## src/rtl/l2_arbiter.sv

```systemverilog
// Two-requester arbiter sharing the unified L2 port between the L1 I-cache and D-cache.
// Optional build macro L2ARB_DPRIO_EN: D-cache wins every tie instead of round-robin.
module l2_arbiter #(
  parameter int ADDR_W = 30,
  parameter int DATA_W = 128
) (
  input  logic              clk,
  input  logic              reset,
  input  logic              i_read,
  input  logic              i_write,
  input  logic [ADDR_W-1:0] i_addr,
  input  logic [DATA_W-1:0] i_wdata,
  output logic [DATA_W-1:0] i_rdata,
  output logic              i_ready,
  output logic              i_stall,
  input  logic              d_read,
  input  logic              d_write,
  input  logic [ADDR_W-1:0] d_addr,
  input  logic [DATA_W-1:0] d_wdata,
  output logic [DATA_W-1:0] d_rdata,
  output logic              d_ready,
  output logic              d_stall,
  output logic              l2_read,
  output logic              l2_write,
  output logic [ADDR_W-1:0] l2_addr,
  output logic [DATA_W-1:0] l2_wdata,
  input  logic [DATA_W-1:0] l2_rdata,
  input  logic              l2_ready
);

  localparam logic [1:0] IDLE = 2'd0;
  localparam logic [1:0] BUSY = 2'd1;
  localparam logic [1:0] HOLD = 2'd2;

  logic [1:0]        state;
  logic              grant;       // 1 = D-cache
  logic              last_grant;  // 1 = D-cache
  logic              op_q;        // 1 = write
  logic [ADDR_W-1:0] addr_q;
  logic [DATA_W-1:0] wdata_q;

  logic              req_i, req_d;
  logic              pick_d;
  logic              win_op;
  logic [ADDR_W-1:0] win_addr;
  logic [DATA_W-1:0] win_wdata;
  logic              done;

  assign req_i = i_read | i_write;
  assign req_d = d_read | d_write;

  always_comb begin
    pick_d = req_d;
    if (req_i && req_d) begin
`ifdef L2ARB_DPRIO_EN
      pick_d = 1'b1;
`else
      pick_d = ~last_grant;
`endif
    end
  end

  // A requester asserting both read and write is served as a read.
  assign win_op    = pick_d ? (d_write & ~d_read) : (i_write & ~i_read);
  assign win_addr  = pick_d ? d_addr  : i_addr;
  assign win_wdata = pick_d ? d_wdata : i_wdata;

  always_ff @(posedge clk or negedge reset) begin
    if (!reset) begin
      state      <= IDLE;
      grant      <= 1'b0;
      last_grant <= 1'b1;
      op_q       <= 1'b0;
      addr_q     <= '0;
      wdata_q    <= '0;
    end else begin
      case (state)
        IDLE: begin
          if (req_i || req_d) begin
            grant      <= pick_d;
            last_grant <= pick_d;
            op_q       <= win_op;
            addr_q     <= win_addr;
            wdata_q    <= win_wdata;
            state      <= BUSY;
          end
        end
        BUSY: begin
          if (l2_ready) state <= HOLD;
        end
        HOLD:    state <= IDLE;
        default: state <= IDLE;
      endcase
    end
  end

  // Command is dropped in the ready cycle so the L2 never re-samples it.
  assign done     = (state == BUSY) & l2_ready;
  assign l2_read  = (state == BUSY) & ~op_q & ~l2_ready;
  assign l2_write = (state == BUSY) &  op_q & ~l2_ready;
  assign l2_addr  = addr_q;
  assign l2_wdata = wdata_q;

  assign i_ready = done & ~grant;
  assign d_ready = done &  grant;
  assign i_rdata = (i_ready & ~op_q) ? l2_rdata : '0;
  assign d_rdata = (d_ready & ~op_q) ? l2_rdata : '0;

  // Stalls are forced low while reset is held.
  assign i_stall = reset & req_i & ~i_ready;
  assign d_stall = reset & req_d & ~d_ready;

endmodule
```

## config.mk

```make
export PLATFORM = sky130hd
export DESIGN_NAME = l2_arbiter
export DESIGN_NICKNAME = d
export VERILOG_FILES = /design/src/rtl/l2_arbiter.sv
export SDC_FILE = /design/constraint.sdc
export NUM_CORES = 1
export LEC_CHECK = 0
export BUFFER_PORTS_ARGS = -buffer_cell sky130_fd_sc_hd__buf_2
export CORE_AREA = 10 10 327 329
export CTS_CLUSTER_SIZE = 8
export DETAILED_ROUTE_END_ITERATION = 12
export DIE_AREA = 0 0 337 339
export PLACE_DENSITY = 0.32
export SLEW_MARGIN = 20
export SYNTH_ARGS = -nofsm -noshare
export SYNTH_HDL_FRONTEND = slang
export SYNTH_SLANG_ARGS = --single-unit
```

## constraint.sdc

```tcl
create_clock -name clk -period 1.6 [get_ports clk]
set_input_delay 0.24 -clock clk [delete_from_list [all_inputs] [get_ports clk]]
set_output_delay 0.24 -clock clk [all_outputs]
set_load 0.05 [all_outputs]
```

==> impl_metrics.tcl <==
set metrics [dict create \
    status "complete, but fails checks" \
    violations "setup timing" \
    path_clk_slew_ns 0.08 \
    synth_seq_cells 163 \
    clk_latency_ns 0.50 \
    min_from "i_wdata[10]" \
    seq_area_sq_um 4080 \
    dp.cells 3212 \
    ys_seq_area_frac 0.4064 \
    start_util 0.1005 \
    routed_wl_um 91110 \
    p_leak_nw 10.05 \
    regToRegSetupSlack_ns -0.34 \
    layout-drive-gt1-share 0.6156 \
    worst_pin_slew_ns 0.8289 \
    grt_use_total 0.1464 \
    reg2regPathDepth 6 \
    hpwlAfterDp_um 71710 \
    synth.area.mux_share 0 \
    vias_per_cell 4.073 \
    drt_first_pass_iters 5 \
    fmax_mhz 444.1 \
    fin_worst_skew_ns 0.02067 \
    nets 2571 \
    crit_path_end_kind "output pin" \
    grt_remaining_overflow 0 \
    antenna_found_initial 62 \
    tritoncts "done" \
    cts_buffer_depth 2 \
    hold_viol 0 \
    detail-route-antenna-nets 0 \
    maxCapViolCount 0 \
    synthAdderAreaFrac 0 \
    cts.sink_count 163 \
    port_buffers 870 \
    drt_iter0_markers 617 \
    grt_pass1_vias 14925 \
    setup_viol 414 \
    synth_top_cell_area_share 0.4038 \
    r2r-end "l2_wdata[22]$_DFFE_PN0P_" \
    cp_max_fo 8 \
    whs_ns 0.05482 \
    grt_setup_unrepaired "true" \
    synth_common_cells "257 x and2_1, 162 x dfrtp_1, 159 x a311oi_1, 158 x a2bb2oi_1, 158 x o21ai_0" \
    wl_met2_um 50330 \
    synth_edf_count 0 \
    vias 14019 \
    netlist_area_sq_um 10040 \
    n_fill_cell 10750 \
    crit_type "flop to output pin" \
    ios 871 \
    die_h_um 339 \
    synth_flop_cell "dfrtp_1" \
    maxSlewHeadroom 0.4456 \
    hold_end "l2_wdata[10]$_DFFE_PN0P_" \
    core-area_sq_um 99860 \
    wl_met3_um 6899 \
    syn_to_final_growth_pct 129.6 \
    fin_crit_ns 2.252 \
    top_layer_used "met5" \
    synth-compound-area-share 0.3603 \
    yosysWarnings 0 \
    syn_nets 1524 \
    critPathLaunchType "flop" \
    yosys.area_share.simple 0.1726 \
    synthTopCellsByArea "dfrtp_1 40%, and2_1 16%, a311oi_1 14%" \
    final-instance-count-excl-fill 3442 \
    rows 116 \
    min_period_over_period 1.407 \
    die_w_um 337 \
    wire_per_inst_um 26.47 \
    worstPathRequired_ns 1.36 \
    netlist_instances 1073 \
    ir_drop_mv 1.086 \
    arrival_ns 2.01 \
    root_buffer "clkbuf_16" \
    place_ws_ns -0.3186 \
    route.layer.met1.wl_um 30720 \
    grt_max_degree 65 \
    r2r_start "state[1]$_DFFE_PN0P_" \
    synth_top_family_by_area "compound AO/OA/AOI/OAI gates" \
    min_path_cells 3 \
    yosysMostFrequentCell "and2_1" \
    setup_ws_ns -0.6518 \
    die-area_sq_um 114200 \
    hp-class "primary input to flop" \
    grt_pass1_wl_um 119900 \
    place.gp.congestion 0.9306 \
    synth_xor_area_frac 0 \
    cts_htree_levels 4 \
    synth_top_area_cell "dfrtp_1" \
    cts_buffers 17 \
    multi_input_comb_area_sq_um 5998 \
    slew_viol_final 0 \
    synth_area_per_cell_sq_um 9.357 \
    async_flop_share 1.000 \
    drc 0 \
    power_density_nw_per_um2 1765 \
    synth_cell_types 26 \
]
## critical path: stages, from the launching register on
cell     delay, ns
dfrtp_1       0.40
nor2b_2       0.16
and4_4        0.29
buf_12        0.17
buf_6         0.18
and2_2        0.17
buf_6         0.16
## cell usage in the layout, fill, tap and decap left out, types with 2 or more instances in the layout
cell type      count
buf_6             75
dfrtp_1          162
a311oi_1         159
inv_6              3
inv_1              3
nor2_4             3
nand2_1            3
o2bb2ai_1          2
bufinv_16          4
buf_12           117
nor2_1             3
buf_8            126
buf_4             74
and2_4           223
o21ai_0          158
and2_2            30
diode_2           11
buf_16             5
clkbuf_16         25
dlygate4sd3_1    163
or2_4              2
and2_1             4
buf_2            609
a2bb2oi_1        158
inv_8              5
nor2b_2            2
## how the worst max path moves through the flow
stage / startpoint / to / slack (ns) / cells past startpoint
after floorplan: state[1]$_DFFE_PN0P_ / i_rdata[107] / -0.11 / 5
after global placement: state[1]$_DFFE_PN0P_ / l2_addr[18]$_DFFE_PN0P_ / -0.31 / 6
after detailed placement: state[1]$_DFFE_PN0P_ / l2_addr[18]$_DFFE_PN0P_ / -0.32 / 6
after CTS: state[1]$_DFFE_PN0P_ / i_rdata[124] / -0.75 / 7
after global routing: state[1]$_DFFE_PN0P_ / i_rdata[34] / -0.76 / 6
final: state[1]$_DFFE_PN0P_ / d_rdata[114] / -0.65 / 6
## layer usage
layer  vias to the layer above  track usage
li1                       6213            -
met3                       166      0.04333
met1                      6912       0.1416
met4                        18      0.04583
met5                         -            0
met2                       710       0.2897
## kinds of logic after synthesis
kind of cell	count (synthesis)
buffers and inverters	152
AND/OR/NAND/NOR	276
flip-flops	163
AO/OA/AOI/OAI	482
## timing repair
item / 4_1_cts / 5_1_grt
setup endpoints to repair: 417 / 423
gates resized for setup: 327 / 262
buffers inserted: 5 / 4
hold endpoints to repair: 269 / 0
pin swaps: 24 / 16
hold buffers: 163 / 0
gates cloned: 4 / 13
## per-stage QoR
stage          instance area [sq um]  utilization  power [mW]  TNS (ns)
2_1_floorplan                  10660            -       24.54    -2.246
3_3_place_gp                   18520       0.1854       34.22    -71.89
3_5_place_dp                   18520       0.1854       34.15    -72.02
4_1_cts                        21950       0.2199       40.52   -201.19
5_1_grt                        23030       0.2307       42.65   -217.05
6_report                       23050       0.2308       40.68   -172.48
## final cells by class
class,count,area share
clock buffers,18,0.01906
flip-flops and latches,163,0.1770
multi-input cells,758,0.2603
well taps,1298,0.07047
repair buffers,1177,0.4622
diodes,11,0.001194
inverters,3,0.0004886
clock inverters,14,0.009338
## where the power goes
group | total, mW | internal [mW] | switching [mW]
clock | 4.93 | 2.72 | 2.21
sequential | 7.66 | 6.28 | 1.37
combinational | 28.1 | 10.3 | 17.8
total | 40.7 | 19.3 | 21.4
## state kept, by name (all words and copies together) (netlist names)
register,count
l2_wdata,128
state,2
grant,1
last_grant,1
l2_addr,30
op_q,1
Power figures use the tool's default switching activity.
